### config.mk
export PLATFORM = sky130hd
export DESIGN_NAME = imem_loader
export DESIGN_NICKNAME = d
export VERILOG_FILES = /design/src/rtl/imem_loader.sv
export SDC_FILE = /design/constraint.sdc
export NUM_CORES = 1
export LEC_CHECK = 0
export ABC_AREA = 1
export BUFFER_PORTS_ARGS = -buffer_cell sky130_fd_sc_hd__buf_2
export CELL_PAD_IN_SITES_DETAIL_PLACEMENT = 1
export CELL_PAD_IN_SITES_GLOBAL_PLACEMENT = 1
export CORE_MARGIN = 4
export CORE_UTILIZATION = 37
export CTS_CLUSTER_DIAMETER = 100
export DETAILED_ROUTE_END_ITERATION = 6
export PLACE_DENSITY = 0.73
export SYNTH_ARGS = -nofsm -noshare
export SYNTH_HDL_FRONTEND = slang
export SYNTH_SLANG_ARGS = --single-unit
### constraint.sdc
create_clock -name CLK -period 1.5 [get_ports CLK]
set_input_delay 0.15 -clock CLK [delete_from_list [all_inputs] [get_ports CLK]]
set_output_delay 0.15 -clock CLK [all_outputs]
set_load 0.01 [all_outputs]
### src/rtl/imem_loader.sv
// rtl/imem_loader.sv - framed byte-stream loader for the instruction memory (optional checksum: LOADER_CHECKSUM_EN)
module imem_loader #(
    parameter int          ADDR_W     = 8,
    parameter int unsigned BASE_ADDR  = 0,
    parameter logic [7:0]  START_BYTE = 8'hA5
) (
    input  logic              CLK,
    input  logic              RST,
    input  logic              byte_valid,
    input  logic [7:0]        byte_data,
    output logic              byte_ready,
    output logic              wr_en,
    output logic [ADDR_W-1:0] wr_addr,
    output logic [31:0]       wr_data,
    output logic              cpu_hold,
    output logic              done,
    output logic              err
);

    localparam logic [ADDR_W-1:0] BASE = ADDR_W'(BASE_ADDR);

`ifdef LOADER_CHECKSUM_EN
    typedef enum logic [2:0] {IDLE, COUNT, DATA, CHECK, DONE, ERROR} state_t;
`else
    typedef enum logic [2:0] {IDLE, COUNT, DATA, DONE, ERROR} state_t;
`endif

    state_t            state;
    state_t            state_next;
    logic [7:0]        count_q;
    logic [7:0]        word_cnt;
    logic [1:0]        byte_idx;
    logic [23:0]       asm_q;
    logic [ADDR_W-1:0] next_addr;
    logic              accept;
    logic              last_word;
`ifdef LOADER_CHECKSUM_EN
    logic [7:0]        csum;
`endif

    assign byte_ready = !RST;
    assign accept     = byte_valid && byte_ready;
    assign last_word  = (word_cnt == count_q - 8'd1);

    // Status flags are pure functions of the state, so they follow the deciding byte by one cycle
    assign done     = (state == DONE);
    assign err      = (state == ERROR);
    assign cpu_hold = (state != DONE);

    always_ff @(posedge CLK) begin
        if (RST) state <= IDLE;
        else     state <= state_next;
    end

    always_comb begin
        state_next = state;
        if (accept) begin
            case (state)
                IDLE:  if (byte_data == START_BYTE) state_next = COUNT;
                COUNT: state_next = (byte_data == 8'd0) ? ERROR : DATA;
                DATA: begin
                    if (byte_idx == 2'd3 && last_word) begin
`ifdef LOADER_CHECKSUM_EN
                        state_next = CHECK;
`else
                        state_next = DONE;
`endif
                    end
                end
`ifdef LOADER_CHECKSUM_EN
                CHECK: state_next = (byte_data == csum) ? DONE : ERROR;
`endif
                DONE, ERROR: if (byte_data == START_BYTE) state_next = COUNT;
                default: state_next = IDLE;
            endcase
        end
    end

    always_ff @(posedge CLK) begin
        if (RST) begin
            wr_en     <= 1'b0;
            wr_addr   <= BASE;
            wr_data   <= 32'd0;
            count_q   <= 8'd0;
            word_cnt  <= 8'd0;
            byte_idx  <= 2'd0;
            asm_q     <= 24'd0;
            next_addr <= BASE;
`ifdef LOADER_CHECKSUM_EN
            csum      <= 8'd0;
`endif
        end else begin
            wr_en <= 1'b0;
            if (accept) begin
                case (state)
                    COUNT: begin
                        if (byte_data != 8'd0) count_q <= byte_data;
                        word_cnt  <= 8'd0;
                        byte_idx  <= 2'd0;
                        next_addr <= BASE;
`ifdef LOADER_CHECKSUM_EN
                        csum      <= 8'd0;
`endif
                    end
                    DATA: begin
                        asm_q    <= {asm_q[15:0], byte_data};
                        byte_idx <= byte_idx + 2'd1;
`ifdef LOADER_CHECKSUM_EN
                        csum     <= csum + byte_data;
`endif
                        // Fourth byte completes the big-endian word; write lands next cycle
                        if (byte_idx == 2'd3) begin
                            wr_en     <= 1'b1;
                            wr_data   <= {asm_q, byte_data};
                            wr_addr   <= next_addr;
                            next_addr <= next_addr + ADDR_W'(4);
                            word_cnt  <= word_cnt + 8'd1;
                        end
                    end
                    default: ;
                endcase
            end
        end
    end

endmodule

Yosys cells after proc, flatten, opt, wreduce, memory -nomap -nowiden
Cells that the tools add are included.
{ "classes": {"addsub": 4, "magnitude_cmp": 0, "bitwise": 2, "n_mul": 0, "mux": 10, "div": 0, "eq_ne": 11, "n_reduce_logical": 15, "shift": 0} }
{ "op_table": {"columns": ["op", "count"], "rows": [
  ["case mux 8 bit (2 select lines)", 2],
  ["two-way mux 8 bit", 2],
  ["AND reduction 3 bit", 4],
  ["two-way mux 3 bit", 3],
  ["case mux 3 bit (3 select lines)", 1],
  ["adder 8 x 1 -> 8 bit (second input constant)", 1],
  ["adder 8 x 3 -> 8 bit (second input constant)", 1],
  ["== test 8 bit", 1],
  ["== test 8 bit (second input constant)", 1],
  ["logical NOT 8 bit", 1],
  ["nonzero test 8 bit", 1],
  ["subtractor 8 x 1 -> 8 bit (second input constant)", 1],
  ["== test 3 x 2 -> 1 bit (second input constant)", 2],
  ["OR reduction 3 bit", 2],
  ["inequality test 2 bit (second input constant)", 2],
  ["case mux 2 bit (2 select lines)", 1],
  ["AND reduction 2 bit", 2],
  ["== test 3 x 1 -> 1 bit (second input constant)", 1],
  ["== test 3 bit (second input constant)", 1],
  ["logical NOT 3 bit", 1],
  ["inequality test 3 x 2 -> 1 bit (second input constant)", 1],
  ["adder 2 x 1 -> 2 bit (second input constant)", 1],
  ["== test 2 bit (second input constant)", 1],
  ["logical AND 1 bit", 2],
  ["other kinds (5)", 6]
]} }
{ "word_totals": {"ramBits": 0, "wordCells": 51, "inputBits": 11, "latchBits": 0, "ff_bits": 94, "romBits": 0, "mem_count": 0} }

Longest topological paths before layout
Gate-level depths: netlist (run 1).
{ "logic_depth": {"depth_word": 5, "ltp_mapped": 14} }

Worst setup path after synthesis (run 1)
Ideal clock, no wire load.
{ "synth_timing": {"path_kind": "register to register", "from": "reg count_q[0]", "to": "reg state[0]", "setup_slack_ps": -71, "setup_ps": 113, "required_ps": 1387, "stages_incl_launch_ff": 15, "arrival_ps": 1458, "period_less_slack_ps": 1571, "path_cell_list": "dfxtp_1 inv_1 ha_1 nand2_1 inv_1 nor2_1 nand2_1 nor2_1 nand3_1 nor2_1 nand2_1 nand2_1 nand2_1 nand2_1 nor2_1"} }
{ "synth_between": {"elab_chain_len": 5} }
{ "synth_rtl": {"columns": ["item", "line", "text"], "rows": [
  ["from (decl)", "30", "logic [7:0] count_q;"],
  ["from (signal assigned)", "97", "if (byte_data != 8'd0) count_q <= byte_data;"],
  ["subtractor 8 x 1 -> 8 bit", "43", "assign last_word = (word_cnt == count_q - 8'd1);"],
  ["== test 8 bit", "43", null],
  ["logical AND 1 bit", "62", "if (byte_idx == 2'd3 && last_word) begin"],
  ["inequality test 2 bit (no line)", null, null],
  ["AND reduction 3 bit (no line)", null, null],
  ["to (signal assigned)", "52", "else state <= state_next;"],
  ["to (decl)", "28", "state_t state;"]
]} }
No other way between the ends.
A chain may end at the register's enable or synchronous reset.

Worst setup path after layout (run 1)
{ "layout_timing": {"from": "reg count_q[1]", "to": "reg state[2]"} }
Same word-level chain as after synthesis.

==> run summary, run 1 <==
The pin count of the biggest net entering global routing was 63. The final setup slack of the worst path is -0.0736 ns, and the depth of the CTS H-tree is 3. The wire length per cell came out at 14.6 µm.

The initial antenna violation count came out at 0. The logs give 0 for the count of max-cap constraint violations and 1.87 ns for the data arrival time of the critical path. The die is 108 µm wide.

The clock drives 90 sinks. The number of placed instances with taps included was 669; the upper clock frequency limit was 635 MHz. The tools report the endpoint type of the worst setup path as a flop. In this run the mean area of a mapped cell was 7.62 µm². The number of buffer and inverter instances along the worst setup path is 1. On the critical path the largest part of the delay comes from simple AND/OR/NAND/NOR gates.

Vertical die dimension: 108 µm. Dividing total power by cell area gives a power density of 928 mW/mm². The top fanout value on the critical path came out at 4. Setup violations remaining at the end of the flow were counted as 3.

For the via count of the first global-routing pass, the log shows 3,436. From synthesis to final layout, the design area changed by 22.7%. The tools report the core area as 0.00977 mm². Leaving out fill and tap cells, the most frequent cells in the layout are 84 x sky130_fd_sc_hd__dfxtp_1, 66 x sky130_fd_sc_hd__nor2_1, 63 x sky130_fd_sc_hd__o21ai_0, 59 x sky130_fd_sc_hd__nand2_1, 53 x sky130_fd_sc_hd__buf_2. The count of distinct cell types in the synthesized netlist is 30, and the worst-margin pin slew is 0.551 ns.

Global routing finished with a remaining overflow of 0. Using the TritonRoute via totals, the vias-per-cell ratio works out to 4.86. The critical path class was reg -> reg. For the number of pins with negative max-slew slack in the final report, the log shows 0.

The completed layout was analyzed and its total power is 4210 µW. Share of post-route cells with drive strength above 1: 0.247. The most frequent standard cell in the layout excluding fill and tap cells was sky130_fd_sc_hd__dfxtp_1.

For this block, the via count after detailed routing is 3,346. In this design, the critical path's most frequently occurring cell is sky130_fd_sc_hd__nand2_1. The proportion of synthesized chip area in sequential cells was 0.486. The tools report the overall track demand over capacity in global routing as 0.177. The share of the clock period used by the worst path after layout came out at 1.05. The largest individual stage delay along the critical path comes from the cell sky130_fd_sc_hd__dfxtp_2. Setup total negative slack on the finished layout was measured at -0.148 ns. The buffer levels on the longest clock path is 2, and the number of filler instances in the final layout is 1,241. Clock slew at the register clock pins of the worst setup and hold paths: 0.10 ns.

The min-delay analysis places its worst path in the category in -> reg. TritonCTS built the clock tree. The logs give 0 for the number of failing hold endpoints at the final stage and 0 for the synthesis warning total. The cell area that synthesis handed to floorplanning was 0.00370 mm². In the final layout, the multi-input gates occupy 0.00167 mm². In this run, synthesis produced a sequential element count of 90. The insertion delay of the later-clocked pin in the worst-skew pair was 0.36 ns; the iteration count of the initial detailed-routing pass was 4. At the worst endpoint, the required time is 1.80 ns. The tools report the total clock buffers created by CTS as 9.

For this run, the number of standard cells in the final layout without fillers is 688. Walking the worst path, the cells encountered are inv_2 > ha_4 > nor2_2 > nor2_2 > nand2_1 > nor2_1 > nand3_1 > nor2_1 > nand2_1 > nand2_2 > nand2_1 > a21oi_2. The cell count after synthesis is 486, and the global-route wire length before repair is 16,400 µm. The peak per-stage delay on the critical path was 0.35 ns. The final estimated routing congestion in global placement came out at 0.830.

Clock period minus worst slack: 1.57 ns. The path with the worst hold slack has its endpoint at count_q[7]. The run gives 0.633 as the relative max-transition margin.

The number of diodes was 0. The worst setup path is launched from a flop. Once detailed placement completed, the half-perimeter wirelength came to 7070 µm. Along the worst hold path, the cell count comes to 3. The worst register-to-register path begins at count_q[1]. The tools report the standby leakage power as 0.00199 µW. The flow ran to the end, but the final reports show violations.

Setup repair after global routing could not meet its margin everywhere. Summing all flip-flop and latch instances after layout gives 0.00181 mm². Setup slack on the worst reg-to-reg path comes out at -0.07 ns. The detailed router finished its first iteration with 98 violations.

In this run the tool buffered the top-level ports with 53 buffer cells. The count of antenna-violating nets left after detailed routing is 0, and the depth of the worst register-to-register path is 12. The number of placed I/O pins came out at 56. The tools report the reg-to-reg critical path endpoint as state[2]. The effective utilization at floorplan is 0.379.

In this run the core area contains 36 standard-cell rows. For this run, the post-layout net count is 565. The maximum ir drop on the vdd rail is 0.000422 V.

The run gives 0.0119 ns as the post-route clock skew. CTS placed an instance of sky130_fd_sc_hd__clkbuf_8 at the clock tree root. The startpoint identified for the worst hold timing path is byte_data[7]. Wires add up to 10,000 µm. The checks that failed: setup timing. After detailed routing, the number of remaining DRC violations is 0.

For the die area, the log shows 0.0117 mm².
-- how the worst max path moves through the flow --
stage                     startpoint  cells after the start        to
final                     count_q[1]                     12  state[2]
after global routing      count_q[1]                     14  state[0]
after CTS                 count_q[0]                     14  state[0]
after detailed placement  count_q[1]                     13  state[0]
after global placement    count_q[1]                     13  state[0]
after floorplan           count_q[0]                     14  state[0]
-- registers in the layout (all words and copies together) (netlist names) --
signal,flops
wr_addr,6
wr_en,1
count_q,8
state,3
asm_q,24
byte_idx,2
word_cnt,8
next_addr,6
wr_data,32
-- synth_stat cells (all sizes together) --
cell type	n	share of area
a211oi	9	0.018
a21oi	41	0.055
a31oi	1	0.0017
buf	13	0.021
clkbuf	12	0.012
conb	1	0.0010
dfxtp	90	0.49
ha	4	0.014
inv	50	0.051
nand2	70	0.079
nand3	35	0.051
nand4	6	0.010
nor2	78	0.091
nor3	3	0.0041
o21a	2	0.0041
o21ai	67	0.091
xnor2	2	0.0047
xor2	2	0.0047
-- cell type report --
| cell class | instances | share of cell area |
|---|---|---|
| inverters | 50 | 0.0424 |
| clock inverters | 6 | 0.0160 |
| well taps | 133 | 0.0366 |
| clock buffers | 10 | 0.0281 |
| repair buffers | 77 | 0.110 |
| flip-flops and latches | 90 | 0.399 |
| multi-input cells | 322 | 0.367 |
-- routing by layer --
layer	share of wire	vias to the layer above	track usage	wire length (µm)
met3	0.036	12	0.0370	363
li1	-	1704	-	-
met1	0.46	1584	0.231	4570
met2	0.49	46	0.292	4950
met5	0	-	0	0
met4	0.015	0	0.0595	148
-- tightest hold or removal path: stages --
cell	delay (ns)
sky130_fd_sc_hd__buf_2	0.13
sky130_fd_sc_hd__nand3_1	0.08
sky130_fd_sc_hd__a21oi_1	0.06
-- power by group --
part	switching, µW	internal [µW]
combinational	94.8	33.8
clock	913	788
sequential	0.860	2380
total	1010	3210
-- repair_timing --
action / in CTS / in global routing
resized for setup: 4 / 26
hold buffers: 0 / 0
gates cloned: 0 / 1
buffers inserted: 1 / 2
setup endpoints to repair: 6 / 51
pin swaps: 4 / 10
-- metrics by stage --
step           worst slack (ns)  area [µm²]  hold WS [ns]  utilization
2_1_floorplan            0.0552        3720         0.314            -
3_3_place_gp            0.00157        4230         0.450        0.432
3_5_place_dp            -0.0954        4230         0.453        0.432
4_1_cts                 -0.0560        4440        0.0814        0.454
5_1_grt                  -0.206        4540         0.104        0.465
6_report                -0.0736        4540         0.102        0.465
-- cell families (layout without fill, tap and decap cells) --
family,after synthesis,in the layout,share of synthesized area
adders and majority gates,4,4,0.0135
other,1,2,0.00101
and+or+nand+nor,192,192,0.235
buffers and inverters,75,143,0.0848
DFF,90,90,0.486
xor gates and xnor gates,4,4,0.00946
AOI/OAI and AO/OA,120,120,0.170
No activity file was read; power rests on OpenSTA's default activity.
==> run 2: changes to the inputs <==
--- a/config.mk
+++ b/config.mk
@@ -16,2 +16,3 @@
 export PLACE_DENSITY = 0.73
+export SLEW_MARGIN = 5
 export SYNTH_ARGS = -nofsm -noshare
==> constraint.sdc (replaced) <==
create_clock -name CLK -period 1.5 [get_ports CLK]
set_input_delay 0.3 -clock CLK [delete_from_list [all_inputs] [get_ports CLK]]
set_output_delay 0.3 -clock CLK [all_outputs]
set_load 0.01 [all_outputs]
==> run summary, run 2 (synthesis gave the netlist of run 1 again) <==
The tools report the post-layout total power as 4660 µW (+11%). For this design, the slowest cell found on the critical path is sky130_fd_sc_hd__dfxtp_2. The largest delay contributor family on the critical path is simple AND/OR/NAND/NOR gates.

Number of pins with negative max-slew slack in the final report: 0 (unchanged). Worst hold path depth: 3 (unchanged). The total clock buffers created by CTS was 9 (unchanged). The initial antenna violation count came out at 0 (unchanged).

The number of port buffers works out to 53 (unchanged). For the part of the total power dissipated in the clock network, the log shows 0.455 (+0.051). The clock period minus worst slack is 1.64 ns (+0.0624 ns), and the total of endpoints with negative setup slack in the final report is 4 (+1). The number of placed I/O pins is 56 (unchanged). STA classifies the critical path startpoint as a flop.

The logs give 0 (unchanged) for the number of DRC violations after detailed routing and 3610 µW (+13%) for the internal power contribution. The tools report the utilization after layout as 0.487 (+0.0224). The power dissipated by switching net loads was 1050 µW (+3.7%); the total clock sinks was 90 (unchanged). The run gives 36 (unchanged) as the row count. The data arrival time of the critical path was 1.94 ns (+0.07 ns).

The worst hold path startpoint was byte_data[1]. For the overall track demand over capacity in global routing, the log shows 0.187 (+0.0101). The critical path goes through inv_2 > ha_4 > nand2_2 > inv_2 > nor2_2 > nand2_1 > nor2_1 > nand3_1 > nor2_2 > nand2_2 > nand2_4 > nand2_1 > a21oi_2. The tools report the upper clock frequency limit as 611 MHz (-3.8%). The standby leakage power is 0.00213 µW (+6.9%), and the share of post-route cells with drive strength above 1 is 0.287 (+0.0404). Largest register by flop count: wr_data. TritonCTS built the clock tree. The tools report the pin count of the biggest net entering global routing as 52 (-17%).

The run gives 4 (unchanged) as the iteration count of the initial detailed-routing pass. The number of flip-flops in the largest register came out at 32 (unchanged). For the effective utilization at floorplan, the log shows 0.379 (unchanged). The logs give 704 (+2.3%) for the number of non-filler instances in the completed layout and 0.000503 V (+19%) for the maximum ir drop on the vdd rail.

The width of the die is 108 µm (unchanged), and the number of buffer and inverter instances along the worst setup path is 2 (+1). The top fanout value on the critical path is 4 (unchanged), and the relative area change from synthesis to final layout is 28.6%. The peak per-stage delay on the critical path works out to 0.35 ns (about the same). Clock slew at the register clock pins of the worst setup and hold paths: 0.10 ns (about the same).

The share of the clock period used by the worst path after layout was 1.09 (+0.0416). The source of the worst register-to-register timing path is count_q[1]. Insertion delay of the later-clocked pin in the worst-skew pair: 0.36 ns (about the same). By startpoint and endpoint, the worst setup path is classified as reg -> reg.

The die area is 0.0117 mm² (unchanged). The tools report the endpoint type of the worst setup path as a flop. The run gives 0 (unchanged) as the count of antenna-violating nets left after detailed routing.

The area after detailed placement is 0.00432 mm² (+2.3%), and the buffer levels on the longest clock path is 2 (unchanged). Vertical die dimension: 108 µm (unchanged). The run finished, with violations left. The total wirelength of the detailed-routed design was 10,700 µm (+6.8%). The tools report the sequential group share of total power as 0.512 (-0.054). The tools report the root cell of the clock tree as sky130_fd_sc_hd__clkbuf_8.

The wire length per cell works out to 15.2 µm (+4.4%). The depth of the CTS H-tree came out at 3 (unchanged). The tools report the number of placed instances with taps included as 682 (+1.9%). The run gives 3,605 (+4.9%) as the via count of the first global-routing pass. The number of diodes was 0 (unchanged). The largest registers in the layout are wr_data: 32 flops, asm_q: 24 flops.

The power per cell area was 979 mW/mm² (+5.5%). The path class of the lowest-slack min-delay path was in -> reg. The logs give -0.136 ns (-0.0624 ns) for the final setup slack of the worst path and 0.033 (+0.002) for the combinational share of power. The timing startpoint of the critical path was count_q[1]. For the total grt overflow, the log shows 0 (unchanged). Setup repair after global routing could not meet its margin everywhere. Detail-routed via count per cell: 4.90 (+0.79%). The final reports fail on setup timing. The tools report the final estimated routing congestion in global placement as 0.888 (+6.9%). The core area is 0.00977 mm² (unchanged). The count of max-cap constraint violations is 0 (unchanged), and the final layout net count is 581 (+2.8%).

The depth of the worst register-to-register path is 13 (+1). The critical path depth was 13 (+1). For the number of failing hold endpoints at the final stage, the log shows 0 (unchanged). Iteration-0 DRC count of the detailed router: 115 (+17%). The post-route clock skew was 0.0107 ns (-0.00122 ns). The final design instance area without fill was 0.00476 mm² (+4.8%); the half-perimeter wire length after detailed placement was 7500 µm (+6.1%). The most frequent standard cell in the layout excluding fill and tap cells was sky130_fd_sc_hd__dfxtp_1. The switching fraction of total power came out at 0.224 (-0.0148).

The total via count after detailed routing was 3,451 (+3.1%); the global-route wire length before repair was 17,500 µm (+6.3%). The run gives 1.81 ns (about the same) as the required time of the critical path. The library cells used most frequently in the layout, excluding fill and tap cells, are 86 x sky130_fd_sc_hd__dfxtp_1, 63 x sky130_fd_sc_hd__nor2_1, 63 x sky130_fd_sc_hd__o21ai_0, 53 x sky130_fd_sc_hd__nand2_1, 53 x sky130_fd_sc_hd__buf_2.
-- run 2: repair_timing --
action,CTS,global route
hold buffers,0,0
pin swaps,7,8
gates cloned,0,1
gates resized for setup,5,39
endpoints found under the hold margin,0,0
setup buffers,3,3
setup endpoints to repair,11,25
-- run 2: worst paths after layout --
path	endpoint	slack, ns
setup / recovery	state[2]	-0.14
hold / removal	count_q[1]	0.25
setup reg to reg	state[2]	-0.14
hold reg to reg	wr_data[25]	0.47
-- run 2: layout make-up --
class                           instances  area, µm²
Clock buffer                           10        138
Clock inverter                          6        119
Fill cell                            1243       5010
Inverter                               50        195
Multi-Input combinational cell        322       1710
Sequential cell                        90       1810
Tap cell                              133        166
Timing Repair Buffer                   93        621
-- run 2: metal layers --
| layer | track usage | up-vias | wire length (µm) |
|---|---|---|---|
| met1 | 0.236 | 1662 | 4910 |
| met5 | 0 | - | 0 |
| met4 | 0.0514 | 0 | 120 |
| li1 | - | 1738 | - |
| met2 | 0.324 | 40 | 5410 |
| met3 | 0.0388 | 11 | 269 |
-- run 2: power by group through the flow --
stage | Sequential, µW | Combinational, µW | Clock, µW
after floorplan | 2440 | 78.3 | 0
after global placement | 2440 | 148 | 0
after detailed placement | 2440 | 151 | 0
after CTS | 2390 | 152 | 2160
after global routing | 2390 | 171 | 2280
final | 2390 | 154 | 2120
-- run 2: tightest hold or removal path: stages --
cell and delay [ns]:
sky130_fd_sc_hd__buf_2 0.09, sky130_fd_sc_hd__o21ai_0 0.08, sky130_fd_sc_hd__a21oi_1 0.11
-- run 2: per-stage QoR --
stage / TNS, ns / setup WS, ns / hold WS (ns)
after CTS: -0.513 / -0.125 / 0.236
after global placement: -0.0211 / -0.0211 / 0.448
after detailed placement: -0.637 / -0.131 / 0.456
final: -0.370 / -0.136 / 0.254
after floorplan: 0 / 0.0552 / 0.430
after global routing: -1.08 / -0.265 / 0.248
==> run 3: changes to the inputs <==
- CORE_UTILIZATION: 37 -> 39
- CTS_BUF_LIST: unset -> sky130_fd_sc_hd__clkbuf_4
- PLACE_DENSITY: 0.73 -> 0.76
==> run summary, run 3 (synthesis gave the netlist of run 1 again) <==
The run finished, with violations left. The checks that failed: setup timing. The top fanout value on the critical path works out to 4 (unchanged). Setup repair after global routing could not meet its margin everywhere. The final setup TNS is -0.482 ns (-0.112 ns), and the effective utilization at floorplan is 0.401 (+0.0219). Final design instance area without fill: 0.00490 mm² (+2.8%). The wire length per cell is 15.7 µm (+3.0%). In the final layout, the registers with the most flip-flops are wr_data: 32 flops, asm_q: 24 flops.

The run gives 3990 µW (-14%) as the post-layout total power. The number of hold buffers added after CTS was 0 (unchanged); the count of max-cap constraint violations was 0 (unchanged). The logs give 1,153 (-7.2%) for the number of filler instances in the final layout and 0 (unchanged) for the number of failing hold endpoints at the final stage. Number of flip-flops in the largest register: 32 (unchanged). The total clock sinks was 90 (unchanged). The tools report the final setup slack of the worst path as -0.167 ns (-0.0307 ns). The peak per-stage delay on the critical path is 0.37 ns (+0.02 ns). For the overall track demand over capacity in global routing, the log shows 0.192 (+0.00447).

Number of placed I/O pins: 56 (unchanged). The number of diodes was 0 (unchanged). The count of antenna-violating nets left after detailed routing was 0 (unchanged). The relative area change from synthesis to final layout works out to 32.2%. The post-route clock skew was 0.0239 ns (+0.0132 ns); the iteration-0 DRC count of the detailed router was 110 (-4.3%). For the number of DRC violations after detailed routing, the log shows 0 (unchanged). The core area came out at 0.00924 mm² (-5.5%).

The data arrival time of the critical path came out at 2.03 ns (+0.09 ns). Leaving out fill and tap cells, the most frequent cell in the layout is sky130_fd_sc_hd__dfxtp_1. The pin count of the biggest net entering global routing is 49 (-5.8%). The required time of the critical path was 1.86 ns (+0.05 ns); the insertion delay of the later-clocked pin in the worst-skew pair was 0.46 ns (+0.10 ns). The share of the clock period used by the worst path after layout is 1.11 (+0.0205), and the area after detailed placement is 0.00433 mm² (+0.23%).

The clock slew at the register clock pins of the worst setup and hold paths was 0.14 ns (+0.04 ns). The worst setup path is of the reg -> reg kind. The iteration count of the initial detailed-routing pass was 4 (unchanged). The initial antenna violation count is 0 (unchanged), and the global-route wire length before repair is 17,300 µm (-0.79%).

The power per cell area was 815 mW/mm² (-17%). Depth of the CTS H-tree: 3 (unchanged). STA classifies the critical path endpoint as a flop. The total via count after detailed routing was 3,599 (+4.3%); the width of the die was 105 µm (-2.4%). The clock period minus worst slack works out to 1.67 ns (+0.0307 ns).

On the critical path the largest part of the delay comes from simple AND/OR/NAND/NOR gates. The number of buffer and inverter instances along the worst setup path was 1 (-1); the upper clock frequency limit was 600 MHz (-1.8%). Ranked by flip-flop count, first place goes to wr_data.

The half-perimeter wire length after detailed placement is 7460 µm (-0.57%), and the final layout net count is 592 (+1.9%). The total of endpoints with negative setup slack in the final report was 8 (+4); the total grt overflow was 0 (unchanged). The run gives 35 (-2.8%) as the row count.

STA classifies the critical path startpoint as a flop. The run gives 3,631 (+0.72%) as the via count of the first global-routing pass. The number of port buffers is 53 (unchanged).

The standby leakage power is 0.00223 µW (+4.6%). The largest individual stage delay along the critical path comes from the cell sky130_fd_sc_hd__dfxtp_2. The tools report the total clock buffers created by CTS as 9 (unchanged).

The vertical die dimension was 105 µm (-2.4%). TritonCTS built the clock tree. Die area: 0.0111 mm² (-4.7%). The detail-routed via count per cell was 5.06 (+3.3%). Traced cell by cell, the critical path runs through inv_2 > ha_4 > nor2_1 > nor2_2 > nand2_1 > nor2_1 > nand3_1 > nor2_1 > nand2_1 > nand2_2 > nand2_1 > nand2_1 > nor2_1. The final estimated routing congestion in global placement is 0.814 (-8.3%), and the number of pins with negative max-slew slack in the final report is 0 (unchanged).

Buffer levels on the longest clock path: 2 (unchanged). The path class of the tightest hold or removal check is in -> reg. The tools report the maximum ir drop on the vdd rail as 0.000483 V (-4.1%). The share of post-route cells with drive strength above 1 works out to 0.309 (+0.0221).

The total wirelength of the detailed-routed design came out at 11,100 µm (+4.0%). The root cell of the clock tree was sky130_fd_sc_hd__clkbuf_4. In the layout the commonest cells are 85 x sky130_fd_sc_hd__dfxtp_1, 62 x sky130_fd_sc_hd__nor2_1, 58 x sky130_fd_sc_hd__o21ai_0, 57 x sky130_fd_sc_hd__nand2_1, 53 x sky130_fd_sc_hd__buf_2.
-- run 3: cell count changes in the layout (fill, tap and decap cells not counted), sizes merged --
cell      delta
clkinvlp     +1
clkbuf       +3
bufinv       -2
buf          +8
inv          -2
clkinv       +3
-- run 3: where the power goes --
group / internal [µW] / total, µW / switching (µW)
sequential: 2390 / 2390 / 1.07
clock: 545 / 1440 / 895
combinational: 58.6 / 163 / 104
-- run 3: cell type report --
class	instances	area [µm²]	area share
inverters	50	220	0.0450
well taps	129	161	0.0330
clock inverters	6	72.6	0.0148
clock buffers	10	75.1	0.0153
repair buffers	104	787	0.161
flip-flops and latches	90	1810	0.370
multi-input cells	322	1770	0.361
-- run 3: worst register-to-register path: stages (launching register included) --
cell and delay (ns):
sky130_fd_sc_hd__dfxtp_2 0.37, sky130_fd_sc_hd__inv_2 0.05, sky130_fd_sc_hd__ha_4 0.27, sky130_fd_sc_hd__nor2_1 0.05, sky130_fd_sc_hd__nor2_2 0.12, sky130_fd_sc_hd__nand2_1 0.07, sky130_fd_sc_hd__nor2_1 0.10, sky130_fd_sc_hd__nand3_1 0.08
sky130_fd_sc_hd__nor2_1 0.10, sky130_fd_sc_hd__nand2_1 0.09, sky130_fd_sc_hd__nand2_2 0.11, sky130_fd_sc_hd__nand2_1 0.06, sky130_fd_sc_hd__nand2_1 0.06, sky130_fd_sc_hd__nor2_1 0.05
-- run 3: final timing paths --
kind                end    startpoint  depth (start not counted)  slack, ns
max            state[0]    count_q[1]                         13      -0.17
min          count_q[5]  byte_data[5]                          3       0.15
max reg2reg    state[0]    count_q[1]                         13      -0.17
min reg2reg   asm_q[16]     asm_q[16]                          2       0.47
-- run 3: through the flow --
stage | setup slack, ns | hold slack [ns] | std cells | utilization
2_1_floorplan | 0.0552 | 0.430 | 487 | -
3_3_place_gp | -0.0304 | 0.448 | 680 | 0.469
3_5_place_dp | -0.0763 | 0.457 | 680 | 0.469
4_1_cts | -0.0729 | 0.135 | 700 | 0.495
5_1_grt | -0.306 | 0.168 | 711 | 0.530
6_report | -0.167 | 0.154 | 711 | 0.530
-- run 3: repair_timing --
item | in CTS | in global routing
buffers inserted | 4 | 7
endpoints found under the setup margin | 16 | 30
pin swaps | 9 | 17
resized for setup | 21 | 53
gates cloned | 0 | 4
-- run 3: metal layers --
layer | global-route usage | up-vias | share of wire
li1 | - | 1766 | -
met1 | 0.236 | 1748 | 0.45
met2 | 0.335 | 65 | 0.50
met3 | 0.0288 | 20 | 0.026
met4 | 0.0750 | 0 | 0.022
met5 | 0 | - | 0
